$ cat src/rtl/wb_master_arbiter.sv
`timescale 1ns/1ps
// wb_master_arbiter: two-master / one-slave Wishbone B3 arbiter.
// m0 = host configuration master, m1 = MAC DMA master, shared slave port.
// Round-robin on contention. Once a master is granted it keeps the slave
// until it drops cyc, so registered-feedback bursts (cti/bte) are never split.
// Optional watchdog: define WB_ARB_TIMEOUT_EN to enable the stalled-strobe
// timeout (limit TIMEOUT_CYCLES); without it, errors come only from the slave.
//
// state   | meaning
// --------+-----------------------------------------------------------
// IDLE    | no owner; slave request outputs low; decide the next owner
// OWN0    | m0 owns the slave; slave port muxed from m0
// OWN1    | m1 owns the slave; slave port muxed from m1

module wb_master_arbiter #(
  parameter int WB_ADDR_WIDTH  = 32,
  parameter int WB_DATA_WIDTH  = 32,
  parameter int WB_SEL_WIDTH   = 4,
  parameter int TIMEOUT_CYCLES = 255
) (
  input  logic                     wb_clk_i,
  input  logic                     wb_rst_i,

  input  logic [WB_ADDR_WIDTH-1:0] m0_wb_adr_i,
  input  logic [WB_DATA_WIDTH-1:0] m0_wb_dat_i,
  input  logic [WB_SEL_WIDTH-1:0]  m0_wb_sel_i,
  input  logic                     m0_wb_we_i,
  input  logic                     m0_wb_cyc_i,
  input  logic                     m0_wb_stb_i,
  input  logic [2:0]               m0_wb_cti_i,
  input  logic [1:0]               m0_wb_bte_i,
  output logic [WB_DATA_WIDTH-1:0] m0_wb_dat_o,
  output logic                     m0_wb_ack_o,
  output logic                     m0_wb_err_o,

  input  logic [WB_ADDR_WIDTH-1:0] m1_wb_adr_i,
  input  logic [WB_DATA_WIDTH-1:0] m1_wb_dat_i,
  input  logic [WB_SEL_WIDTH-1:0]  m1_wb_sel_i,
  input  logic                     m1_wb_we_i,
  input  logic                     m1_wb_cyc_i,
  input  logic                     m1_wb_stb_i,
  input  logic [2:0]               m1_wb_cti_i,
  input  logic [1:0]               m1_wb_bte_i,
  output logic [WB_DATA_WIDTH-1:0] m1_wb_dat_o,
  output logic                     m1_wb_ack_o,
  output logic                     m1_wb_err_o,

  output logic [WB_ADDR_WIDTH-1:0] s_wb_adr_o,
  output logic [WB_DATA_WIDTH-1:0] s_wb_dat_o,
  output logic [WB_SEL_WIDTH-1:0]  s_wb_sel_o,
  output logic                     s_wb_we_o,
  output logic                     s_wb_cyc_o,
  output logic                     s_wb_stb_o,
  output logic [2:0]               s_wb_cti_o,
  output logic [1:0]               s_wb_bte_o,
  input  logic [WB_DATA_WIDTH-1:0] s_wb_dat_i,
  input  logic                     s_wb_ack_i,
  input  logic                     s_wb_err_i,

  output logic [1:0]               grant_o
);

  typedef enum logic [1:0] {
    ST_IDLE = 2'd0,
    ST_OWN0 = 2'd1,
    ST_OWN1 = 2'd2
  } state_t;

  state_t state_q, state_d;
  // last_owner: 0 = m0 was granted last, 1 = m1 was granted last
  logic   last_owner_q, last_owner_d;
  logic   owned;
  logic   own_cyc;
  logic   own_stb;
  logic   timeout_hit;

  assign owned   = (state_q == ST_OWN0) || (state_q == ST_OWN1);
  assign own_cyc = (state_q == ST_OWN0) ? m0_wb_cyc_i :
                   (state_q == ST_OWN1) ? m1_wb_cyc_i : 1'b0;
  assign own_stb = (state_q == ST_OWN0) ? m0_wb_stb_i :
                   (state_q == ST_OWN1) ? m1_wb_stb_i : 1'b0;

`ifdef WB_ARB_TIMEOUT_EN
  localparam int CNT_W = (TIMEOUT_CYCLES < 1) ? 1 : $clog2(TIMEOUT_CYCLES + 1);
  // The cycle being judged is counted too, so the watchdog fires on the
  // TIMEOUT_CYCLES-th stalled cycle, when the count reaches the limit.
  localparam logic [CNT_W-1:0] CNT_LAST = CNT_W'(TIMEOUT_CYCLES - 1);

  logic [CNT_W-1:0] to_cnt_q;
  logic             stalled;

  assign stalled     = owned && own_stb && !s_wb_ack_i && !s_wb_err_i;
  assign timeout_hit = stalled && (to_cnt_q == CNT_LAST);

  // Watchdog counter: counts stalled strobe cycles of the current owner.
  always_ff @(posedge wb_clk_i) begin
    if (wb_rst_i) begin
      to_cnt_q <= '0;
    end else if (!owned || s_wb_ack_i || s_wb_err_i || timeout_hit ||
                 (state_d == ST_IDLE)) begin
      to_cnt_q <= '0;
    end else if (stalled) begin
      to_cnt_q <= to_cnt_q + 1'b1;
    end
  end
`else
  logic unused_timeout_cfg;

  assign timeout_hit        = 1'b0;
  assign unused_timeout_cfg = (TIMEOUT_CYCLES != 0);
`endif

  // State and round-robin history registers.
  always_ff @(posedge wb_clk_i) begin
    if (wb_rst_i) begin
      state_q      <= ST_IDLE;
      last_owner_q <= 1'b1;
    end else begin
      state_q      <= state_d;
      last_owner_q <= last_owner_d;
    end
  end

  // Next-state: arbitrate from IDLE, release only when the owner drops cyc
  // (cti end-of-burst alone does not release) or the watchdog fires.
  always_comb begin
    state_d      = state_q;
    last_owner_d = last_owner_q;
    unique case (state_q)
      ST_IDLE: begin
        if (m0_wb_cyc_i && m1_wb_cyc_i) begin
          if (last_owner_q) begin
            state_d      = ST_OWN0;
            last_owner_d = 1'b0;
          end else begin
            state_d      = ST_OWN1;
            last_owner_d = 1'b1;
          end
        end else if (m0_wb_cyc_i) begin
          state_d      = ST_OWN0;
          last_owner_d = 1'b0;
        end else if (m1_wb_cyc_i) begin
          state_d      = ST_OWN1;
          last_owner_d = 1'b1;
        end
      end
      ST_OWN0, ST_OWN1: begin
        if (!own_cyc || timeout_hit) begin
          state_d = ST_IDLE;
        end
      end
      default: state_d = ST_IDLE;
    endcase
  end

  // Read data is broadcast; only the owner can see ack/err, so this is safe.
  assign m0_wb_dat_o = s_wb_dat_i;
  assign m1_wb_dat_o = s_wb_dat_i;

  // Slave request mux and response steering. Responses are suppressed while
  // reset is asserted so an in-flight slave ack never reaches a master.
  always_comb begin
    s_wb_adr_o  = '0;
    s_wb_dat_o  = '0;
    s_wb_sel_o  = '0;
    s_wb_we_o   = 1'b0;
    s_wb_cyc_o  = 1'b0;
    s_wb_stb_o  = 1'b0;
    s_wb_cti_o  = 3'b000;
    s_wb_bte_o  = 2'b00;
    m0_wb_ack_o = 1'b0;
    m0_wb_err_o = 1'b0;
    m1_wb_ack_o = 1'b0;
    m1_wb_err_o = 1'b0;
    grant_o     = 2'b00;
    unique case (state_q)
      ST_OWN0: begin
        grant_o     = 2'b01;
        s_wb_adr_o  = m0_wb_adr_i;
        s_wb_dat_o  = m0_wb_dat_i;
        s_wb_sel_o  = m0_wb_sel_i;
        s_wb_we_o   = m0_wb_we_i;
        s_wb_cyc_o  = m0_wb_cyc_i && !timeout_hit;
        s_wb_stb_o  = m0_wb_stb_i && !timeout_hit;
        s_wb_cti_o  = m0_wb_cti_i;
        s_wb_bte_o  = m0_wb_bte_i;
        m0_wb_ack_o = s_wb_ack_i && !wb_rst_i;
        m0_wb_err_o = (s_wb_err_i || timeout_hit) && !wb_rst_i;
      end
      ST_OWN1: begin
        grant_o     = 2'b10;
        s_wb_adr_o  = m1_wb_adr_i;
        s_wb_dat_o  = m1_wb_dat_i;
        s_wb_sel_o  = m1_wb_sel_i;
        s_wb_we_o   = m1_wb_we_i;
        s_wb_cyc_o  = m1_wb_cyc_i && !timeout_hit;
        s_wb_stb_o  = m1_wb_stb_i && !timeout_hit;
        s_wb_cti_o  = m1_wb_cti_i;
        s_wb_bte_o  = m1_wb_bte_i;
        m1_wb_ack_o = s_wb_ack_i && !wb_rst_i;
        m1_wb_err_o = (s_wb_err_i || timeout_hit) && !wb_rst_i;
      end
      default: ;
    endcase
  end

endmodule
$ cat config.mk
export PLATFORM = sky130hd
export DESIGN_NAME = wb_master_arbiter
export DESIGN_NICKNAME = d
export VERILOG_FILES = /design/src/rtl/wb_master_arbiter.sv
export SDC_FILE = /design/constraint.sdc
export NUM_CORES = 1
export LEC_CHECK = 0
export ABC_AREA = 1
export BUFFER_PORTS_ARGS = -buffer_cell sky130_fd_sc_hd__buf_2
export CAP_MARGIN = 40
export CORE_AREA = 2 2 128 130
export CTS_BUF_LIST = sky130_fd_sc_hd__clkbuf_8 sky130_fd_sc_hd__clkbuf_16
export DETAILED_ROUTE_END_ITERATION = 8
export DIE_AREA = 0 0 130 132
export PLACE_DENSITY_LB_ADDON = 0.25
export SLEW_MARGIN = 20
export SYNTH_ARGS = -nofsm -noshare
export SYNTH_HDL_FRONTEND = slang
export SYNTH_SLANG_ARGS = --single-unit
$ cat constraint.sdc
create_clock -name wb_clk_i -period 3.05 [get_ports wb_clk_i]
set_input_delay 0.1525 -clock wb_clk_i [delete_from_list [all_inputs] [get_ports wb_clk_i]]
set_output_delay 0.1525 -clock wb_clk_i [all_outputs]
set_load 0.01 [all_outputs]
==> results of run 1 <==
## worst max path at each step
stage                    start             to  slack [ps]  cells past startpoint
CTS                 state_q[1]  s_wb_dat_o[9]         810                      6
floorplan           state_q[0]  s_wb_adr_o[0]        1600                      6
finish              state_q[1]  s_wb_dat_o[9]         840                      6
detailed placement  state_q[0]  s_wb_dat_o[9]        1050                      6
global placement    state_q[1]  s_wb_dat_o[9]        1060                      6
global route        state_q[0]    m1_wb_ack_o         610                      6
## placed cells by master (no fill, tap or decap), types with 3 or more instances in the layout
cell type  synthesis  layout
nor3_1             4       4
ha_1               5       3
nand2_1          159     159
a21oi_1           80      80
buf_2             10     237
inv_1              9       9
clkbuf_16          0       3
dfxtp_1            3       3
buf_12             0       3
## flip-flops by register name, indices dropped and copies added (netlist names)
name	flops
state_q	2
last_owner_q	1
## metal layers
metal / up-vias / routed length, µm / global-route usage [%]
li1: 1366 / - / -
met1: 1100 / 2830 / 7.48
met2: 161 / 3720 / 15.0
met3: 25 / 758 / 2.03
met4: 0 / 189 / 2.33
met5: - / 0 / 0
## final cells by class
class	count	area, µm²
Timing Repair Buffer	240	1250
Multi-Input combinational cell	254	1110
Inverter	9	33.8
Tap cell	216	270
Clock buffer	3	75.1
Clock inverter	1	3.75
Sequential cell	3	60.1
Fill cell	1844	12900
## worst register-to-register path: stages (launching register included)
cell     delay, ps
dfxtp_1        320
inv_1          110
ha_2           650
nand2_1        160
nand2_1        100
nand3_1        110
nand2_1        110
nand2_1         50
a21oi_1        120
## cells by family after synthesis
family / count (synthesis) / share of synthesized area, %
simple gates: 167 / 34.7
fa+ha+maj: 5 / 3.43
buf+inv: 97 / 36.1
flops: 3 / 3.29
compound gates: 82 / 22.5
## power breakdown
part	internal [mW]	switching, mW
Clock	0.169	0.0379
Combinational	0.189	0.282
Sequential	0.0445	0.00426
==> results.py, run 1 <==
metrics = {
    "die": {
        "rows": 46,
        "fp.dieH_um": 132,
        "die_w_um": 130,
        "ios": 334,
        "start_util_pct": 11.6,
        "fp.dieArea_um2": 17200,
        "core_area_um2": 15700,
    },
    "pwr": {
        "ir_worst_vdd_uv": 125,
        "leakage_nw": 1.44,
        "powerDensity_nw_per_um2": 259,
        "power_mw": 0.727,
    },
    "synth": {
        "synth_edf_count": 0,
        "yosysUniqueCellTypes": 12,
        "synth_top_flop_cell": "dfxtp_1",
        "synth_top_cells_by_area": "nand2_1 33%, buf_4 31%, a21oi_1 22%",
        "synthArstFlopShare_pct": 0,
        "synth_top_area_share_pct": 32.7,
        "ys_top_cells_by_count": "159 x nand2_1, 80 x a21oi_1, 75 x buf_4",
        "syn_inst": 354,
        "syn_area_um2": 1830,
        "syn-num-nets": 547,
        "ys_warn_count": 0,
        "seq_area_frac_synth_pct": 3.29,
        "ys_ff_latch": 3,
        "avgSynthCellArea_um2": 5.16,
        "synth.most_common_cell": "nand2_1",
        "synth_top_area_cell": "nand2_1",
    },
    "grt": {
        "grt_antenna_before_repair": 0,
        "grt_pass1_vias": 2339,
        "grt_max_degree": 42,
        "grt_pass1_wl_um": 10800,
        "grt-ovfl-total": 0,
        "track_usage_pct": 7.58,
    },
    "worst_setup_path": {
        "cp_cell_sequence": "inv_1, ha_1, inv_2, buf_12, a21oi_1, buf_2",
        "slowest_stage": "inv_2",
        "crit_fanout": 41,
        "critical_path.top_delay_family": "buffers and inverters",
        "worstRegToRegCells": 8,
        "reg2reg_from": "state_q[0]",
        "crit_type": "register to output port",
        "slowest_delay_ps": 510,
        "end_kind": "output port",
        "worstPathArrival_ps": 2050,
        "required_ps": 2900,
        "r2r_slack_ps": 1250,
        "cp.buffers_inverters": 4,
        "start_kind": "register",
        "r2r-end": "state_q[1]",
    },
    "route": {
        "viasPerCell": 3.65,
        "ant_nets": 0,
        "wl_per_cell_um": 10.3,
        "drt_first_pass_iters": 4,
        "vias": 2652,
        "drt_wl_total_um": 7500,
        "drt_iter0_markers": 65,
        "drc_errors": 0,
    },
    "finish": {
        "drive_above_1_share_pct": 48.2,
        "antenna_cells": 0,
        "final_util_pct": 17.8,
        "final_cell_area_um2": 2800,
        "final_cells": 726,
        "area_growth_pct": 53.5,
        "fin_nets": 704,
    },
    "placed_design": {
        "dpl-instance-area_um2": 2720,
        "dpl.hpwl_um": 5990,
        "port_buffers": 237,
        "gp_congestion": 0.763,
        "numPlacedInstances": 722,
        "place_ws_ps": 1050,
    },
    "worst_hold_path": {
        "hold_start": "wb_rst_i",
        "holdCritPathClass": "input port to register",
        "worstHoldPathCells": 2,
        "whs_endpoint": "state_q[0]",
    },
    "sta": {
        "clock.fmax_ghz": 0.453,
        "maxSlewHeadroom_pct": 51.8,
        "fin_tns_setup_ps": 0,
        "final_max_slew_viol_count": 0,
        "setup_ws_ps": 844,
        "setup_viol": 0,
        "worst_slew_pin_slew_ps": 723,
        "holdWs_ps": 190,
        "finalCritPeriodShare_pct": 72.3,
        "skew_ps": 0.230,
        "final.min_clock_period_ps": 2210,
        "rsz0062_at_grt": "false",
        "hold_viol_final": 0,
    },
    "clock_tree": {
        "clk_pin_slew_ps": 30,
        "htree_levels": 1,
        "insertion_delay_ps": 220,
        "cts_max_path_buffers": 2,
        "root_buffer": "clkbuf_16",
        "cts_tree": "built",
        "cts_setup_buffers": 0,
        "clock_sinks": 3,
        "cts_made_buffers": 3,
        "postCtsHoldBufs": 0,
        "cts_resized": 0,
    },
    "run": {
        "drv_cap": 0,
    },
    "status": {
        "status": "finished, final reports clean",
    },
}
Power figures use the tool's default switching activity.
==> run 2, diff against run 1 <==
==> constraint.sdc (replaced) <==
create_clock -name wb_clk_i -period 2.06 [get_ports wb_clk_i]
set_input_delay 0.103 -clock wb_clk_i [delete_from_list [all_inputs] [get_ports wb_clk_i]]
set_output_delay 0.103 -clock wb_clk_i [all_outputs]
set_load 0.01 [all_outputs]
==> results.py, run 2 (synthesis results as in run 1) <==
metrics = {
    "worst_setup_path": {
        "cp_cell_sequence": "inv_1, ha_2, buf_12, nand2_1, a21oi_1, buf_2",
        "start_kind": "register",
        "worstPathArrival_ps": 1620,
        "slowest_delay_ps": 330,
        "crit_fanout": 76,
        "crit_type": "register to output port",
        "slowest_stage": "dfxtp_1",
        "required_ps": 1960,
        "worstRegToRegCells": 9,
        "end_kind": "output port",
    },
    "clock_tree": {
        "cts_setup_buffers": 0,
        "cts_tree": "built",
        "cts_resized": 0,
        "insertion_delay_ps": 230,
        "postCtsHoldBufs": 0,
        "clk_pin_slew_ps": 30,
        "root_buffer": "clkbuf_16",
        "htree_levels": 1,
        "clock_sinks": 3,
        "cts_made_buffers": 3,
        "cts_max_path_buffers": 2,
    },
    "route": {
        "drt_wl_total_um": 7420,
        "viasPerCell": 3.68,
        "ant_nets": 0,
        "vias": 2676,
        "drc_errors": 0,
        "drt_first_pass_iters": 4,
        "wl_per_cell_um": 10.2,
        "drt_iter0_markers": 82,
    },
    "grt": {
        "grt_antenna_before_repair": 0,
        "grt_pass1_wl_um": 10600,
        "grt_pass1_vias": 2306,
        "grt_max_degree": 77,
        "track_usage_pct": 7.48,
        "grt-ovfl-total": 0,
    },
    "sta": {
        "skew_ps": 0.686,
        "hold_viol_final": 0,
        "finalCritPeriodShare_pct": 83.8,
        "worst_slew_pin_slew_ps": 334,
        "maxSlewHeadroom_pct": 77.7,
        "setup_viol": 0,
        "final_max_slew_viol_count": 0,
        "final.min_clock_period_ps": 1730,
        "rsz0062_at_grt": "false",
        "setup_ws_ps": 334,
        "clock.fmax_ghz": 0.579,
        "fin_tns_setup_ps": 0,
    },
    "die": {
        "rows": 46,
        "fp.dieH_um": 132,
        "fp.dieArea_um2": 17200,
        "core_area_um2": 15700,
        "die_w_um": 130,
        "ios": 334,
        "start_util_pct": 11.6,
    },
    "finish": {
        "final_cells": 728,
        "antenna_cells": 0,
        "drive_above_1_share_pct": 48.4,
        "largestRegisters": "state_q: 2 flops, last_owner_q: 1 flops",
        "fillers": 1845,
        "fin_nets": 706,
        "regMostFlops": "state_q",
        "final_common_cell": "buf_2",
        "largest_reg_flops": 2,
        "final_cell_area_um2": 2840,
        "final_cell_mix": "237 x buf_2, 159 x nand2_1, 80 x a21oi_1, 9 x inv_1, 5 x buf_12",
        "area_growth_pct": 55.7,
    },
    "status": {
        "status": "finished, final reports clean",
    },
    "placed_design": {
        "numPlacedInstances": 724,
        "dpl.hpwl_um": 5800,
        "gp_congestion": 0.728,
        "port_buffers": 237,
        "dpl-instance-area_um2": 2760,
        "place_ws_ps": 563,
    },
    "worst_hold_path": {
        "holdCritPathClass": "input port to register",
        "worstHoldPathCells": 2,
    },
    "pwr": {
        "powerDensity_nw_per_um2": 388,
        "ir_worst_vdd_uv": 326,
        "leakage_nw": 1.46,
        "power_mw": 1.10,
    },
    "run": {
        "drv_cap": 0,
    },
}
[run 2: cell types whose count changed in the layout (fill, tap and decap cells not counted)]
cell	delta
buf_12	+2
[run 2: routing by layer]
metal | GRT usage, % | share of wire (%) | vias up
li1 | - | - | 1373
met1 | 6.91 | 37 | 1121
met2 | 15.7 | 52 | 161
met3 | 1.79 | 9.3 | 21
met4 | 1.97 | 2.1 | 0
met5 | 0 | 0 | -
[run 2: where the power goes]
part	internal [mW]	leakage, nW	total (mW)	switching, mW
clock	0.251	0.0423	0.307	0.0564
sequential	0.0659	0.0248	0.0719	0.00597
combinational	0.301	1.39	0.724	0.423
total	0.617	1.46	1.10	0.485
[run 2: worst paths after layout]
check,start,endpoint,slack (ps)
max,state_q[1],s_wb_dat_o[9],330
min,wb_rst_i,state_q[0],130
max reg2reg,state_q[0],state_q[1],560
min reg2reg,last_owner_q,last_owner_q,480
[run 2: metrics by stage]
stage,util (%),hold WS [ps]
4_1_cts,18.1,126
2_1_floorplan,-,172
3_5_place_dp,17.6,206
6_report,18.1,128
5_1_grt,18.1,152
3_3_place_gp,17.6,206
[run 2: cell type report]
| class | instances | area [µm²] | share of cell area, % |
|---|---|---|---|
| Timing Repair Buffer | 242 | 1290 | 45.3 |
| Multi-Input combinational cell | 254 | 1110 | 39.1 |
| Tap cell | 216 | 270 | 9.51 |
| Clock buffer | 3 | 75.1 | 2.64 |
| Sequential cell | 3 | 60.1 | 2.11 |
| Inverter | 9 | 33.8 | 1.19 |
| Clock inverter | 1 | 3.75 | 0.132 |
[run 2: worst max-delay path, delay by kind of cell (launching register included)]
kind	cells	cell delay [ps]
buffers and inverters	3	580
AND/OR/NAND/NOR	1	80
adder cells (fa/ha/maj)	1	200
flip-flops	1	330
AO/OA/AOI/OAI	1	180
==> run 3, diff against run 2 <==
--- a/config.mk
+++ b/config.mk
@@ -5,13 +5,13 @@
 export SDC_FILE = /design/constraint.sdc
 export NUM_CORES = 1
 export LEC_CHECK = 0
-export ABC_AREA = 1
+export ABC_AREA = 0
 export BUFFER_PORTS_ARGS = -buffer_cell sky130_fd_sc_hd__buf_2
 export CAP_MARGIN = 40
-export CORE_AREA = 2 2 128 130
+export CORE_AREA = 2 2 129 131
 export CTS_BUF_LIST = sky130_fd_sc_hd__clkbuf_8 sky130_fd_sc_hd__clkbuf_16
 export DETAILED_ROUTE_END_ITERATION = 8
-export DIE_AREA = 0 0 130 132
+export DIE_AREA = 0 0 131 133
 export PLACE_DENSITY_LB_ADDON = 0.25
 export SLEW_MARGIN = 20
 export SYNTH_ARGS = -nofsm -noshare
==> constraint.sdc (replaced) <==
create_clock -name wb_clk_i -period 1.4 [get_ports wb_clk_i]
set_input_delay 0.07 -clock wb_clk_i [delete_from_list [all_inputs] [get_ports wb_clk_i]]
set_output_delay 0.07 -clock wb_clk_i [all_outputs]
set_load 0.01 [all_outputs]
==> results.py, run 3 <==
metrics = {
    "pwr": {
        "powerDensity_nw_per_um2": 588,
        "leakage_nw": 1.99,
        "ir_worst_vdd_uv": 628,
    },
    "clock_tree": {
        "htree_levels": 1,
        "postCtsHoldBufs": 0,
        "clock_sinks": 3,
        "insertion_delay_ps": 230,
        "cts_made_buffers": 3,
        "clk_pin_slew_ps": 30,
        "cts_tree": "built",
        "root_buffer": "clkbuf_16",
        "cts_max_path_buffers": 2,
    },
    "worst_setup_path": {
        "required_ps": 1330,
        "r2r-end": "state_q[1]",
        "end_kind": "output port",
        "start_kind": "register",
        "r2r_slack_ps": -80,
        "worstPathArrival_ps": 1580,
        "worstRegToRegCells": 7,
        "reg2reg_from": "state_q[0]",
        "cp_cell_sequence": "buf_6, ha_4, buf_4, clkbuf_16, a22oi_1, nor2b_2, buf_2",
        "critical_path.top_delay_family": "buffers and inverters",
        "cp.buffers_inverters": 4,
        "crit_fanout": 6,
        "slowest_delay_ps": 340,
        "slowest_stage": "dfxtp_4",
        "crit_type": "register to output port",
    },
    "sta": {
        "skew_ps": 1.24,
        "holdWs_ps": 140,
        "finalCritPeriodShare_pct": 118,
        "hold_viol_final": 0,
        "final.min_clock_period_ps": 1650,
        "rsz0062_at_grt": "true",
        "worst_slew_pin_slew_ps": 263,
        "setup_viol": 82,
        "setup_ws_ps": -248,
        "final_max_slew_viol_count": 0,
        "clock.fmax_ghz": 0.607,
        "maxSlewHeadroom_pct": 82.5,
    },
    "synth": {
        "synth_top_area_share_pct": 29.6,
        "avgSynthCellArea_um2": 7.17,
        "syn-num-nets": 462,
        "yosysUniqueCellTypes": 25,
        "synth-simple-area-share_pct": 28.4,
        "synth_top_cells_by_area": "a22oi_1 30%, buf_4 25%, nor2b_1 25%",
        "seq_area_frac_synth_pct": 3.11,
        "yosys.area_share.xor_xnor_pct": 0,
        "synthAdderAreaFrac_pct": 3.24,
        "syn_area_um2": 1930,
        "ys_warn_count": 0,
        "synthArstFlopShare_pct": 0,
        "ys_top_cells_by_count": "76 x a22oi_1, 76 x nor2b_1, 64 x buf_4",
        "syn_inst": 269,
        "synthMuxAreaShare_pct": 0,
        "synth_top_flop_cell": "dfxtp_1",
        "ys_ff_latch": 3,
        "synth_top_family_by_area": "compound AO/OA/AOI/OAI gates",
        "synth_edf_count": 0,
        "synth-compound-area-share_pct": 33.0,
        "synth_top_area_cell": "a22oi_1",
    },
    "die": {
        "fp.dieH_um": 133,
        "ios": 334,
        "die_w_um": 131,
        "fp.dieArea_um2": 17400,
        "start_util_pct": 11.9,
        "core_area_um2": 16200,
        "rows": 47,
    },
    "run": {
        "drv_cap": 0,
    },
    "status": {
        "status": "finished with violations",
        "violations": "setup timing",
    },
    "route": {
        "viasPerCell": 4.05,
        "drt_wl_total_um": 11900,
        "drt_iter0_markers": 77,
        "ant_nets": 0,
        "wl_per_cell_um": 16.9,
        "drc_errors": 0,
        "drt_first_pass_iters": 5,
        "vias": 2837,
    },
    "grt": {
        "grt_max_degree": 41,
        "grt_pass1_wl_um": 13100,
        "track_usage_pct": 9.44,
        "grt_pass1_vias": 2627,
        "grt-ovfl-total": 0,
        "grt_antenna_before_repair": 0,
    },
    "placed_design": {
        "port_buffers": 237,
        "dpl-instance-area_um2": 3150,
        "place_ws_ps": -203,
        "numPlacedInstances": 661,
        "dpl.hpwl_um": 6970,
        "gp_congestion": 0.748,
    },
    "worst_hold_path": {
        "hold_start": "s_wb_dat_i[23]",
        "whs_endpoint": "m0_wb_dat_o[23]",
        "worstHoldPathCells": 0,
        "holdCritPathClass": "input port to output port",
    },
    "finish": {
        "largest_reg_flops": 2,
        "final_cells": 701,
        "final_cell_area_um2": 4480,
        "largestRegisters": "state_q: 2 flops, last_owner_q: 1 flops",
        "final_cell_mix": "225 x buf_2, 72 x a22oi_2, 34 x nor2b_2, 29 x nor2b_1, 28 x buf_6",
        "drive_above_1_share_pct": 90.2,
        "fin_nets": 675,
        "regMostFlops": "state_q",
        "final_common_cell": "buf_2",
        "antenna_cells": 0,
        "area_growth_pct": 132,
    },
}
## run 3: cell types whose count changed after synthesis, moves of 6 or more
cell and change:
buf_4 -11, inv_1 -6, a22oi_1 +76, nor2b_1 +76
nand2_1 -158, a21oi_1 -79
## run 3: per-stage QoR
stage          power (mW)  utilization [%]  setup TNS [ps]
2_1_floorplan       0.937                -           -5.36
3_3_place_gp         1.30             19.5           -3490
3_5_place_dp         1.32             19.5           -7240
4_1_cts              2.01             22.5          -16240
5_1_grt              2.78             27.7          -18750
6_report             2.63             27.7          -14530
## run 3: power by group
part           switching, mW  internal [mW]
sequential            0.0124         0.0954
clock                 0.0824          0.369
combinational          0.892           1.18
total                  0.987           1.65
## run 3: how the worst max path moves through the flow
stage	start	end	slack [ps]	cells after the start
2_1_floorplan	state_q[0]	s_wb_cti_o[1]	-5	5
3_3_place_gp	state_q[0]	s_wb_dat_o[5]	-150	7
3_5_place_dp	state_q[0]	s_wb_dat_o[5]	-200	7
4_1_cts	state_q[0]	s_wb_dat_o[17]	-240	7
5_1_grt	state_q[0]	s_wb_adr_o[17]	-280	7
6_report	state_q[0]	s_wb_dat_o[23]	-250	7
## run 3: cell families after synthesis
family / count (synthesis)
buffers and inverters: 93
AOI/OAI and AO/OA: 83
and+or+nand+nor: 85
DFF: 3
adders and majority gates: 5
## run 3: final cells by class
type                       instances  area, µm²
sequential                         3       67.6
tap                              220        275
fill                            1745      11700
timing repair buffer             297       2160
multi-input combinational        173       1870
clock buffer                       3       75.1
inverter                           4       22.5
clock inverter                     1       3.75
## run 3: repair_timing
item,in CTS,in global routing
cloned,2,16
setup endpoints to repair,83,82
gates resized for setup,63,88
endpoints found under the hold margin,0,0
setup buffers,6,14
pin swaps,4,27
## run 3: metal layers
layer  GRT usage (%)  part of all wire [%]
met1            10.1                    39
met2            18.3                    53
met3            1.62                   6.4
met4            3.01                   1.7
met5               0                     0
